$ cat config.mk
export PLATFORM = sky130hd
export DESIGN_NAME = snake_motion_engine
export DESIGN_NICKNAME = d
export VERILOG_FILES = /design/src/rtl/snake_pkg.sv /design/src/rtl/snake_next_head.sv /design/src/rtl/snake_motion_engine.sv
export SDC_FILE = /design/constraint.sdc
export NUM_CORES = 1
export LEC_CHECK = 0
export CAP_MARGIN = 20
export CORE_AREA = 2 2 335 337
export DETAILED_ROUTE_END_ITERATION = 10
export DIE_AREA = 0 0 337 339
export DONT_BUFFER_PORTS = 1
export GPL_TIMING_DRIVEN = 0
export HOLD_SLACK_MARGIN = 0.02
export PLACE_DENSITY_LB_ADDON = 0.1
export SLEW_MARGIN = 20
export SYNTH_ARGS = -nofsm -noshare
export SYNTH_HDL_FRONTEND = slang
export SYNTH_SLANG_ARGS = --single-unit
$ cat constraint.sdc
create_clock -name clk -period 19.2 [get_ports clk]
set_clock_uncertainty 0.05 [all_clocks]
set_input_delay 2.88 -clock clk [delete_from_list [all_inputs] [get_ports clk]]
set_output_delay 2.88 -clock clk [all_outputs]
set_load 0.1 [all_outputs]
$ cat src/rtl/snake_pkg.sv
// Shared constants, state codes and direction helpers for the snake motion engine.
package snake_pkg;

    localparam logic [1:0] DIR_UP    = 2'b00;
    localparam logic [1:0] DIR_RIGHT = 2'b01;
    localparam logic [1:0] DIR_DOWN  = 2'b10;
    localparam logic [1:0] DIR_LEFT  = 2'b11;

    localparam int unsigned GRID_W_DEF   = 100;
    localparam int unsigned GRID_H_DEF   = 75;
    localparam int unsigned POS_BITS_DEF = 13;
    localparam int unsigned MAX_LEN_DEF  = 64;

    typedef logic [2:0] state_t;
    localparam state_t ST_IDLE  = 3'd0;
    localparam state_t ST_RUN   = 3'd1;
    localparam state_t ST_CHECK = 3'd2;
    localparam state_t ST_MOVE  = 3'd3;
    localparam state_t ST_OVER  = 3'd4;

    // Opposite directions differ only in the upper code bit.
    function automatic logic [1:0] opposite_dir(input logic [1:0] dir);
        return dir ^ 2'b10;
    endfunction

endpackage

$ cat src/rtl/snake_next_head.sv
// Combinational next-head calculator: one cell step in a direction plus wall check.
module snake_next_head
    import snake_pkg::*;
#(
    parameter int unsigned GRID_W   = GRID_W_DEF,
    parameter int unsigned GRID_H   = GRID_H_DEF,
    parameter int unsigned POS_BITS = POS_BITS_DEF
) (
    input  logic [6:0]          head_x,
    input  logic [6:0]          head_y,
    input  logic [POS_BITS-1:0] head_pos,
    input  logic [1:0]          dir,
    output logic [6:0]          next_x_c,
    output logic [6:0]          next_y_c,
    output logic [POS_BITS-1:0] next_pos_c,
    output logic                out_of_grid_c
);

    always_comb begin
        next_x_c      = head_x;
        next_y_c      = head_y;
        next_pos_c    = head_pos;
        out_of_grid_c = 1'b0;
        case (dir)
            DIR_UP: begin
                out_of_grid_c = (head_y == 7'd0);
                next_y_c      = head_y - 7'd1;
                next_pos_c    = head_pos - POS_BITS'(GRID_W);
            end
            DIR_DOWN: begin
                out_of_grid_c = (head_y == 7'(GRID_H - 1));
                next_y_c      = head_y + 7'd1;
                next_pos_c    = head_pos + POS_BITS'(GRID_W);
            end
            DIR_LEFT: begin
                out_of_grid_c = (head_x == 7'd0);
                next_x_c      = head_x - 7'd1;
                next_pos_c    = head_pos - POS_BITS'(1);
            end
            default: begin
                out_of_grid_c = (head_x == 7'(GRID_W - 1));
                next_x_c      = head_x + 7'd1;
                next_pos_c    = head_pos + POS_BITS'(1);
            end
        endcase
    end

endmodule

$ cat src/rtl/snake_motion_engine.sv
// Game-step engine: owns head, body, length and direction; advances one cell per tick.
module snake_motion_engine
    import snake_pkg::*;
#(
    parameter int unsigned MAX_LEN  = MAX_LEN_DEF,
    parameter int unsigned POS_BITS = POS_BITS_DEF,
    parameter int unsigned GRID_W   = GRID_W_DEF,
    parameter int unsigned GRID_H   = GRID_H_DEF,
    parameter int unsigned INIT_LEN = 3,
    parameter int unsigned START_X  = 50,
    parameter int unsigned START_Y  = 37
) (
    input  logic                         clk,
    input  logic                         rst,
    input  logic                         start,
    input  logic                         tick,
    input  logic [1:0]                   dir_req,
    input  logic                         dir_valid,
    input  logic                         food_eaten,
    input  logic                         collision,
    output logic [POS_BITS-1:0]          snake_head,
    output logic [MAX_LEN*POS_BITS-1:0]  snake_body_flat,
    output logic [6:0]                   snake_length,
    output logic [1:0]                   direction_out,
    output logic                         game_over,
    output logic                         step_done,
    output logic                         eat_pulse
);

    localparam logic [POS_BITS-1:0] START_POS = POS_BITS'(START_Y * GRID_W + START_X);
    localparam logic [6:0]          MAX_LEN_L = 7'(MAX_LEN);

    state_t                state;
    state_t                state_nxt;
    logic [6:0]            head_x;
    logic [6:0]            head_y;
    logic [6:0]            next_x;
    logic [6:0]            next_y;
    logic [POS_BITS-1:0]   next_pos;
    logic                  out_of_grid;
    logic [POS_BITS-1:0]   body [MAX_LEN];
    logic [6:0]            new_len;
    logic [1:0]            pending_dir;
    logic [1:0]            dir_sel;
    logic                  dir_ok;
    logic                  load_init;
    logic                  commit_dir;
    logic                  do_move;

    snake_next_head #(
        .GRID_W   (GRID_W),
        .GRID_H   (GRID_H),
        .POS_BITS (POS_BITS)
    ) u_next_head (
        .head_x        (head_x),
        .head_y        (head_y),
        .head_pos      (snake_head),
        .dir           (direction_out),
        .next_x_c      (next_x),
        .next_y_c      (next_y),
        .next_pos_c    (next_pos),
        .out_of_grid_c (out_of_grid)
    );

    always_ff @(posedge clk) begin
        if (rst) state <= ST_IDLE;
        else     state <= state_nxt;
    end

    // Next state and the one-cycle datapath strobes.
    always_comb begin
        state_nxt  = state;
        load_init  = 1'b0;
        commit_dir = 1'b0;
        do_move    = 1'b0;
        case (state)
            ST_IDLE: if (start) state_nxt = ST_RUN;
            ST_RUN: begin
                if (tick) begin
                    state_nxt  = ST_CHECK;
                    commit_dir = 1'b1;
                end
            end
            ST_CHECK: begin
                if (collision || out_of_grid) begin
                    state_nxt = ST_OVER;
                end else begin
                    state_nxt = ST_MOVE;
                    do_move   = 1'b1;
                end
            end
            ST_MOVE: state_nxt = ST_RUN;
            ST_OVER: begin
                if (start) begin
                    state_nxt = ST_RUN;
                    load_init = 1'b1;
                end
            end
            default: state_nxt = ST_IDLE;
        endcase
    end

    // A same-cycle legal request overrides the stored pending direction.
    always_comb begin
        dir_ok  = dir_valid && (state != ST_OVER) && (dir_req != opposite_dir(direction_out));
        dir_sel = dir_ok ? dir_req : pending_dir;
        new_len = snake_length;
        if (food_eaten && (snake_length < MAX_LEN_L)) new_len = snake_length + 7'd1;
    end

    always_ff @(posedge clk) begin
        if (rst || load_init) begin
            head_x        <= 7'(START_X);
            head_y        <= 7'(START_Y);
            snake_head    <= START_POS;
            snake_length  <= 7'(INIT_LEN);
            direction_out <= DIR_RIGHT;
            pending_dir   <= DIR_RIGHT;
            game_over     <= 1'b0;
            step_done     <= 1'b0;
            eat_pulse     <= 1'b0;
            for (int unsigned i = 0; i < MAX_LEN; i++) begin
                body[i] <= (i < INIT_LEN) ? START_POS - POS_BITS'(i) : '0;
            end
        end else begin
            step_done <= do_move;
            eat_pulse <= do_move && food_eaten;
            game_over <= (state_nxt == ST_OVER);
            if (dir_ok)     pending_dir   <= dir_req;
            if (commit_dir) direction_out <= dir_sel;
            if (do_move) begin
                head_x       <= next_x;
                head_y       <= next_y;
                snake_head   <= next_pos;
                snake_length <= new_len;
                body[0]      <= next_pos;
                for (int i = 1; i < int'(MAX_LEN); i++) begin
                    body[i] <= (7'(i) < new_len) ? body[i-1] : '0;
                end
            end
        end
    end

    for (genvar g = 0; g < int'(MAX_LEN); g++) begin : g_flat
        assign snake_body_flat[g*POS_BITS +: POS_BITS] = body[g];
    end

endmodule

[Word level (Yosys, flattened, before mapping)]
Memory sizes are Yosys's and may differ from the RTL's.
Cells that the tools add are included.
W data, S select, Z words.
Storage, ports and cells
  bits in registers: 44
  memory bits (writable): 832
  output and inout bits: 857
  memories kept: 1
Operators by class
  add/sub/neg operators: 9
  magnitude comparators: 64
  equality and inequality tests: 11
  multiplexer cells: 148
  bitwise operators: 66
  reduce and logical (&&, ||, !) cells: 15
Memory list
  body: depth 64, width 13, read ports 64, clocked after Yosys merged registers in 0, wr ports 64, line snake_motion_engine.sv:41  | logic [POS_BITS-1:0] body [MAX_LEN];
Operators with widths (count)
  $mux W13: 127
  $lt A6 B7 Y1 const A: 32
  $lt A5 B7 Y1 const A: 16
  $or A1 B1 Y1: 64
  $lt A4 B7 Y1 const A: 8
  $pmux W13 S3: 1
  $lt A3 B7 Y1 const A: 4
  $pmux W7 S2: 2
  $add A7 B1 Y7 const B: 3
  $eq A7 B7 Y1 const B: 2
  $logic_not A7 Y1: 2
  $lt A2 B7 Y1 const A: 2
  $sub A7 B1 Y7 const B: 2
  $add A13 B1 Y13 const B: 1
  $add A13 B7 Y13 const B: 1
  $sub A13 B1 Y13 const B: 1
  $sub A13 B7 Y13 const B: 1
  $pmux W3 S4: 1
  $mux W1: 11
  $mux W3: 3
  $lt A1 B7 Y1 const A: 1
  $lt A7 B7 Y1 const B: 1
  $mux W7: 1
  $eq A3 B2 Y1 const B: 2
  other kinds (15): 24

[Logic depth before layout (Yosys ltp)]
Gate-level depths: netlist of the first run.
  word-level depth: 9
  gate-level depth with buffers: 13
  mapped depth without buffers: 10

[Cells and area by module]
Synthesis of the first run repeated with hierarchy kept, for this count alone.
Second synthesis, totals
  cell total of the unflattened synthesis: 2481
  area, all modules: 35148.7 µm²
Modules (own cells, without submodules)
  snake_motion_engine: instances 1, cells each 2253, area an instance 33637.3 µm², seq. area each 25864.8 µm²
  snake_next_head: instances 1, cells each 228, area an instance 1511.4 µm², seq. area each 0.0 µm²

[Worst setup path before layout of the first run]
No wires, ideal clock.
  path kind: input to register
  start: in collision
  end: mem body[0][0] (netlist name) (enable)
  data arrival time: 19.458 ns
  data required time: 17.977 ns
  path slack: -1.480 ns
  stages: 3
  path buffers: 0
  cells stage by stage: a2111oi_4 -> nor2_1 -> inv_1
RTL lines
  start: declaration: line snake_motion_engine.sv:20  | input logic collision,
  end: declaration: line snake_motion_engine.sv:41

==> impl_results.md, run 1 <==
- Worst min-delay path category: reg -> reg
- Critical path required time: 19.51 ns
- WL met2: 57,900 um
- Area delta synth->final: 16.6%
- Ratio of cells with drive above 1 in the final layout: 0.102
- CTS Sinks: 876
- Worst VDD drop: 0.0000604 V
- Final HPWL DP: 87,300 um
- CP Class: in -> reg
- Synth top area cells: edfxtp_1 (72%), and2_1 (14%), dfxtp_1 (2.5%)
- Total power: 4.76 mW
- R2r setup slk: 13.21 ns
- Longest Clk Path Bufs: 3
- Drt drc: 0
- Pleak: 15.0 nW
- Max_cap viols: 0
- Total track usage: 0.189
- PnR worst setup slack: about 13 ns
- Final Hold Vio Count: 0
- Die area: roughly 110,000 um2
- Max layer used: met5
- Die H: 339 um
- Final instance area: 40,400 um2
- Post-synth EDFFs: between 800 and 900
- Grt ovf: 0
- Unrepaired setup endpoints after global routing: false
- Clk slew on worst S/H paths: around 0.060 ns
- Num CTS Buffers: 98
- Status: finished clean
- IO Pins: 866
- Post-synth top cells: edfxtp_1 (832), and2_1 (787), a21oi_1 (74), nand2_1 (71), nor2_1 (58)
- Synth Cell Area: 34,700 um2
- Root Buffer: clkbuf_16
- Slew Viols, Final: 0
- DP Worst Slack: 12.32 ns
- Iteration-0 DRC count of the detailed router: between 1k and 1.5k
- Async set or reset register ratio after synthesis: 0
- Hold buffers post-CTS: 0
- Setup total negative slack: 0 ns
- Post-CTS Resized: 0
- Fmax: 163 MHz
- Port-buffer cells: 0
- Setup violators final: 0
- Register area share after synthesis: 0.746
- Pin count of the biggest net entering global routing: 40
- Number of global-route vias before repair: 18.9k
- WL/cell: about 28 um
- Syn_nets: 2,331
- Drt first pass iters: 5
- Placed cell count: 3,806
- Worst slew pin tran: between 1 and 1.5 ns
- Share of the synthesized area in the top cell type: 0.721
- Fin cells: 3,992
- Clk Latency, worst-skew pair: 0.68 ns
- Crit-path max FO: 37
- Ys flop type: edfxtp_1
- Initial antenna violation count: 8
- Slew HR: 0.199
- Filler cells: 10.6k
- Most instantiated library cell after synthesis: edfxtp_1
- Die X: 337 um
- Core ar.: between 100,000 and 150,000 um2
- Synth area leader: edfxtp_1
- Routed vias: 19.0k
- First-pass GRT wire length: 153,000 um
- Final ANT Viol Nets: 0
- Via-to-Cell Ratio: 4.77
- Gate count of the mapped netlist: 2,287
- Final WL: between 100,000 and 150,000 um
- CTS tree: done
- Metal3 WL: 13,700 um
- Crit. End Element: register
- Final worst path period share: 0.320
- Seq cells post-synth: between 800 and 900
- Pwr/cell area: about 120 nW/um2
- WP data arrival: 6.46 ns
- Syn Area/Cell: 15.2 um2
- Unique masters post-synth: 75
- Warnings from Yosys: 0
- # H-tree levels: 3
- Cell Area, Placed: 37,200 um2
- Post-CTS Setup Bufs: 0
- Min Tclk post-route: ~6.2 ns
- Starting Density: 0.314
- Worst setup SP type: primary input
- Final #Nets: 2,464
- GP Congestion: 0.859
- # rows: 122
- Wl on met1: 37,700 um
-- registers in the layout, summed over array words and instances (netlist names) --
register	flops
snake_head	13
eat_pulse	1
state	3
pending_dir	2
snake_length	7
head_x	7
direction_out	2
head_y	7
body	832
step_done	1
game_over	1
-- layout make-up --
class / count / area, um2 / share of cell area
Antenna cell: 1 / 2.50 / 0.0000619
Clock buffer: 124 / 2600 / 0.0644
Timing Repair Buffer: 33 / 697 / 0.0173
Sequential cell: 876 / 25900 / 0.641
Buffer: 92 / 410 / 0.0102
Multi-Input combinational cell: 1304 / 8320 / 0.206
Clock inverter: 59 / 568 / 0.0141
Tap cell: 1488 / 1860 / 0.0461
Inverter: 15 / 60.1 / 0.00149
-- per-stage QoR --
step / hold slack, ns / util
6_report: 0.475 / 0.366
5_1_grt: 0.515 / 0.366
4_1_cts: 0.476 / 0.366
3_5_place_dp: 0.466 / 0.337
3_3_place_gp: 0.450 / 0.331
2_1_floorplan: 0.429 / -
-- report_power, final --
| group | leakage (nW) | total, mW | switching, mW | internal (mW) |
|---|---|---|---|---|
| clock | 1.56 | 1.85 | 0.782 | 1.07 |
| sequential | 8.91 | 2.81 | 0.637 | 2.17 |
| combinational | 4.50 | 0.0948 | 0.0670 | 0.0278 |
| total | 15.0 | 4.76 | 1.49 | 3.27 |
-- cell families after synthesis --
group           count (synthesis)  share of synthesized area
simple gates                 1029                      0.177
flops                         876                      0.746
compound gates                191                     0.0357
buf+inv                       107                     0.0135
xor+xnor                       39                     0.0107
fa+ha+maj                      35                     0.0135
mux                            10                    0.00292
-- worst max-delay path, stage by stage --
cell and delay (ns):
a2111oi_4 0.58, nor2_1 0.33, clkinvlp_4 0.59, buf_16 0.25, buf_16 0.19, buf_16 0.18, buf_12 0.22, buf_12 0.23
buf_12 0.21, buf_12 0.22, buf_12 0.22, buf_12 0.24
-- per-layer routing --
layer | GRT usage | vias up
met2 | 0.339 | 784
met3 | 0.0940 | 118
met4 | 0.0469 | 2
met5 | 0 | -
met1 | 0.193 | 9726
li1 | - | 8398
-- final timing paths --
| kind | from | depth (start not counted) | endpoint |
|---|---|---|---|
| min reg2reg | head_x[5] | 2 | head_x[5] |
| min | head_x[5] | 2 | head_x[5] |
| max | collision | 12 | body[0][370] |
| max reg2reg | direction_out[1] | 15 | body[0][370] |
-- cell usage in the layout (no fill, tap or decap), types with 31 or more instances in the layout --
cell type	instances
clkbuf_1	71
edfxtp_1	832
clkbuf_16	99
buf_2	35
nor2_1	58
nand2_1	71
and3_1	32
a21oi_1	74
dfxtp_1	32
ha_1	31
and2_1	787
Power figures use the tool's default switching activity.
==> inputs of run 2 (changes only) <==
--- a/config.mk
+++ b/config.mk
@@ -5,10 +5,11 @@
 export SDC_FILE = /design/constraint.sdc
 export NUM_CORES = 1
 export LEC_CHECK = 0
+export ABC_AREA = 1
 export CAP_MARGIN = 20
-export CORE_AREA = 2 2 335 337
+export CORE_AREA = 2 2 342 344
 export DETAILED_ROUTE_END_ITERATION = 10
-export DIE_AREA = 0 0 337 339
+export DIE_AREA = 0 0 344 346
 export DONT_BUFFER_PORTS = 1
 export GPL_TIMING_DRIVEN = 0
 export HOLD_SLACK_MARGIN = 0.02
==> constraint.sdc (replaced) <==
create_clock -name clk -period 5.72 [get_ports clk]
set_clock_uncertainty 0.05 [all_clocks]
set_input_delay 0.858 -clock clk [delete_from_list [all_inputs] [get_ports clk]]
set_output_delay 0.858 -clock clk [all_outputs]
set_load 0.1 [all_outputs]
==> run 2 against run 1 <==
Sequential power rose to 3.4 times the previous value. Cell area rose by 3.8%. Non-clock buffer count increased by 3. Register-to-register slack lost 12 ns. Area after synthesis is 4.3% higher. Routed wire length rose by 7.5%. Die area rose by 4.2%. Cell count increased by 25%. Synthesized cell count rose by 41%. Worst setup slack lost 12 ns. Combinational power grew to 5.7 times the previous value. Largest cell class unchanged.
==> impl_results.md, run 2 <==
- Starting Density: 0.313
- Post-CTS Setup Bufs: 0
- Synth Cell Area: 36,100 um2
- Ratio of cells with drive above 1 in the final layout: 0.0922
- Fmax: 222 MHz
- FF-to-FF Start: direction_out[0]
- Reg2reg path depth: 13
- Worst slew pin tran: approximately 1.2 ns
- Initial antenna violation count: 2
- Reg2Reg Capture Point: body[1][229]
- WHS Endpoint: game_over
- Largest registers: body (832), snake_head (13)
- Drt first pass iters: 6
- Total track usage: 0.194
- Die X: ~340 um
- Clk slew on worst S/H paths: 0.07 ns
- Largest Register: body
- Die H: 346 um
- Area delta synth->final: 16.1%
- Unique masters post-synth: 38
- Placed cell count: 4,776
- Syn_nets: 3,274
- Worst setup SP type: register
- Number of global-route vias before repair: 22.1k
- Pleak: 16.7 nW
- Post-CTS Resized: 0
- Largest register FFs: 832
- Core ar.: ~120,000 um2
- Most frequent cells in the layout: edfxtp_1 (832), inv_1 (820), nor2_1 (703), nand2_1 (257), clkbuf_16 (102)
- Final Hold Vio Count: 0
- Hold buffers post-CTS: 0
- Root Buffer: clkbuf_16
- Register area share after synthesis: 0.716
- # H-tree levels: 3
- CTS Sinks: 876
- Die area: approximately 120,000 um2
- Fin Hold WS: 0.203 ns
- Max_cap viols: 0
- Crit-path max FO: between 90 and 100
- Post-synth top cells: edfxtp_1 (832), inv_1 (820), nor2_1 (705), nand2_1 (258), nor3_1 (94)
- CTS tree: done
- Post-synth EDFFs: 832
- IO Pins: 866
- Slew HR: 0.227
- GP Congestion: approximately 0.86
- Final WL: 120,000 um
- Total power: 16.4 mW
- Status: finished clean
- Most instantiated library cell after synthesis: edfxtp_1
- Slew Viols, Final: 0
- Grt ovf: 0
- Crit-path cells: inv_2 > nand2_2 > inv_2 > nand2_1 > nand2_1 > nand2_1 > nand3_1 > nor2_2 > nand2_2 > nand2_8 > buf_16 > buf_16 > buf_16
- Fin cells: 4,974
- Iteration-0 DRC count of the detailed router: around 1.6k
- Routed vias: 22.4k
- Worst min-delay path category: in -> reg
- Setup violators final: 0
- Ys flop type: edfxtp_1
- WL/cell: between 20 and 25 um
- Hold Path Origin: rst
- Final #Nets: roughly 3.4k
- Gate count of the mapped netlist: around 3.2k
- Via-to-Cell Ratio: 4.49
- Final ANT Viol Nets: 0
- Synth top area cells: edfxtp_1 (69%), inv_1 (8.5%), nor2_1 (7.3%)
- R2r setup slk: 1.21 ns
- Crit. End Element: register
- Syn Area/Cell: 11.2 um2
- Longest Clk Path Bufs: 3
- Final worst path period share: 0.788
- WP data arrival: between 4 and 5 ns
- DP Worst Slack: 1.14 ns
- # rows: 125
- Unrepaired setup endpoints after global routing: false
- Clk Latency, worst-skew pair: 0.67 ns
- Largest stage delay, worst path: roughly 1.0 ns
- Min Tclk post-route: ~4.5 ns
- PnR worst setup slack: 1.21 ns
- Warnings from Yosys: 0
- Drt drc: 0
- Port-buffer cells: 0
- Share of the synthesized area in the top cell type: 0.692
- Commonest non-fill, non-tap cell in the layout: edfxtp_1
- Final HPWL DP: 93,200 um
- Num CTS Buffers: 100
- Critical path required time: 5.97 ns
- First-pass GRT wire length: around 170,000 um
- Hold depth: 1
- Pwr/cell area: 392 nW/um2
- Seq cells post-synth: 876
- Async set or reset register ratio after synthesis: 0
- Worst VDD drop: between 0.0002 and 0.00025 V
- Pin count of the biggest net entering global routing: roughly 110
- Synth area leader: edfxtp_1
- CP max stage cell: dfxtp_1
- Worst setup path start: direction_out[0]
- CP Class: reg -> reg
-- run 2: metal layers --
| layer | global-route usage | vias to the layer above | part of all wire |
|---|---|---|---|
| met1 | 0.203 | 11000 | 0.35 |
| met4 | 0.0601 | 2 | 0.029 |
| met5 | 0 | - | 0.000092 |
| li1 | - | 10500 | - |
| met2 | 0.340 | 773 | 0.50 |
| met3 | 0.0940 | 166 | 0.12 |
-- run 2: power breakdown --
part / internal, mW / total [mW] / switching, mW
logic: 0.145 / 0.543 / 0.398
registers: 7.30 / 9.46 / 2.17
clock network: 3.75 / 6.42 / 2.67
-- run 2: cell type report --
cell class | count | area, um2
fill | 11500 | 73500
sequential | 876 | 25900
multi-input combinational | 1423 | 6660
inverter | 832 | 3120
clock buffer | 132 | 2720
tap | 1524 | 1910
clock inverter | 57 | 568
timing repair buffer | 29 | 562
buffer | 99 | 502
antenna | 2 | 5.00
-- run 2: critical path, delay by kind of cell, from the launching register on --
family	cells	cell delay [ns]
buf+inv	5	1.44
flops	1	1.04
simple gates	8	1.43
-- run 2: kinds of logic after synthesis --
logic type                 count (synthesis)  synth area share
AOI/OAI and AO/OA                        189            0.0333
xor gates and xnor gates                  19           0.00461
adders and majority gates                 35            0.0130
buffers and inverters                    931             0.100
DFF                                      876             0.716
muxes                                      1          0.000277
and+or+nand+nor                         1179             0.133
-- run 2: through the flow --
stage	area (um2)	TNS [ns]	util
CTS	41800	0	0.362
floorplan	36100	0	-
global route	41900	0	0.363
detailed placement	38500	0	0.334
global placement	38000	-1668.20	0.330
finish	41900	0	0.363
-- run 2: how the worst max path moves through the flow --
stage                    to  slack, ns  cells past startpoint
3_5_place_dp   body[1][214]       1.14                     13
4_1_cts        body[1][185]       1.11                     13
6_report       body[1][229]       1.21                     13
2_1_floorplan    body[0][0]      0.002                     10
3_3_place_gp   body[1][214]      -2.05                     10
5_1_grt        body[1][229]       0.87                     13
==> inputs of run 3 (changes only) <==
==> constraint.sdc (replaced) <==
create_clock -name clk -period 4.6 [get_ports clk]
set_clock_uncertainty 0.05 [all_clocks]
set_input_delay 0.69 -clock clk [delete_from_list [all_inputs] [get_ports clk]]
set_output_delay 0.69 -clock clk [all_outputs]
set_load 0.1 [all_outputs]
==> run 3 against run 2 <==
Clock power grew 16%. Non-clock buffer count shrank 3. Cell count shrank 0.20%. Cell area shrank 0.63%. Utilization shrank 0.23 points. Sequential share of layout area grew 0.40 points. Power grew 21%. Count of clock-buffer cells in the layout grew 9.
==> impl_results.md, run 3 (same netlist as run 2, synthesis figures left out) <==
- Final worst path period share: 0.910
- Largest registers: body (832), snake_head (13)
- Number of global-route vias before repair: 21.8k
- Setup violators final: 0
- Pin count of the biggest net entering global routing: 98
- # H-tree levels: 3
- PnR worst setup slack: slightly above 0.4 ns
- Fin cells: 4,964
- R2r setup slk: slightly above 0.4 ns
- CP Class: reg -> reg
- Worst min-delay path category: in -> reg
- Hold buffers post-CTS: 1
- Port-buffer cells: 0
- Switch share: 0.326
- Clk Latency, worst-skew pair: 0.69 ns
- Core Util, Final: 0.361
- Fmax: 239 MHz
- Switching pwr: 6.47 mW
- Pwr/cell area: approximately 480 nW/um2
- Min Tclk post-route: about 4.2 ns
- Status: finished clean
- Initial antenna violation count: 2
- P_int: ~13 mW
- Final HPWL DP: slightly above 90,000 um
- Routed vias: 22.0k
- Final Hold Vio Count: 0
- Sequential power share: 0.593
- Post-CTS Resized: 0
- Worst setup SP type: register
- CTS tree: done
- CTS Sinks: 876
- Largest Register: body
- Grt ovf: 0
- Num CTS Buffers: 99
- Clk slew on worst S/H paths: 0.07 ns
- WP data arrival: 4.48 ns
- Via-to-Cell Ratio: 4.42
- IO Pins: 866
- Core ar.: 115,000 um2
- Root Buffer: clkbuf_16
- Crit. End Element: register
- Ratio of cells with drive above 1 in the final layout: 0.0864
- Slew Viols, Final: 0
- Most frequent cells in the layout: edfxtp_1 (832), inv_1 (820), nor2_1 (703), nand2_1 (257), clkbuf_16 (100)
- Longest Clk Path Bufs: 3
- Die X: around 340 um
- Placed cell count: ~4.8k
- Commonest non-fill, non-tap cell in the layout: edfxtp_1
- WL/cell: 24.1 um
- Total power: roughly 20 mW
- Total track usage: 0.196
- Final ANT Viol Nets: 0
- Pleak: 16.5 nW
- Logic pwr share: 0.033
- GP Congestion: 0.821
- Die area: 119,000 um2
- # rows: 125
- Die H: 346 um
- Worst VDD drop: 0.000307 V
- Largest register FFs: approximately 830
- DP Worst Slack: 0.300 ns
- Max_cap viols: 0
- Area delta synth->final: 15.3%
- Starting Density: 0.313
- Critical path required time: between 4 and 5 ns
- Final WL: approximately 120,000 um
- Clock Power Share: 0.373
- First-pass GRT wire length: 166,000 um
- Final #Nets: around 3.4k
- Post-CTS Setup Bufs: 0
- Unrepaired setup endpoints after global routing: false
- Iteration-0 DRC count of the detailed router: 1,591
- Crit-path max FO: 78
- Drt first pass iters: 5
- Slew HR: 0.216
- Drt drc: 0
- Worst slew pin tran: 1.18 ns
## run 3: power by group through the flow
stage	Sequential (mW)	Clock, mW	Combinational [mW]
finish	11.8	7.42	0.662
global route	11.8	7.95	0.746
CTS	11.8	7.67	0.674
detailed placement	12.0	0	0.670
global placement	12.1	0	0.592
floorplan	11.8	0	0.422
## run 3: per-layer routing
layer  wire length, um  GRT usage
met1             42900      0.209
met2             59200      0.338
met3             13300     0.0864
met4              4500     0.0741
met5                 0          0
## run 3: layout make-up
type | count | area [um2]
diodes | 2 | 5.00
fillers | 11500 | 73800
inverters | 832 | 3130
multi-input cells | 1423 | 6680
plain buffers | 99 | 510
well taps | 1524 | 1910
flip-flops and latches | 876 | 25900
clock buffers | 141 | 2700
repair buffers | 26 | 548
clock inverters | 41 | 298
## run 3: critical path: stages (launching register included)
cell	delay, ns
dfxtp_4	0.59
inv_6	0.09
nand2_8	0.17
inv_4	0.06
nand2_1	0.06
nand2_1	0.05
nand2_1	0.08
nand3_1	0.08
nor2_2	0.17
nand2_2	0.19
nand2_8	0.35
buf_16	0.32
buf_16	0.33
buf_16	0.37
buf_16	0.38
buf_16	0.34
## run 3: final timing paths
check | endpoint | from | cells past startpoint
hold / removal | pending_dir[0] | dir_req[0] | 2
setup reg to reg | body[1][211] | direction_out[0] | 15
setup / recovery | body[1][211] | direction_out[0] | 15
hold reg to reg | pending_dir[1] | pending_dir[1] | 2
## run 3: stage by stage
step	TNS, ns	area (um2)	hold WS (ns)
2_1_floorplan	-378.33	36200	0.378
3_3_place_gp	-2168.82	38100	0.409
3_5_place_dp	0	38600	0.411
4_1_cts	0	41600	0.0707
5_1_grt	0	41700	0.0946
6_report	0	41700	0.129
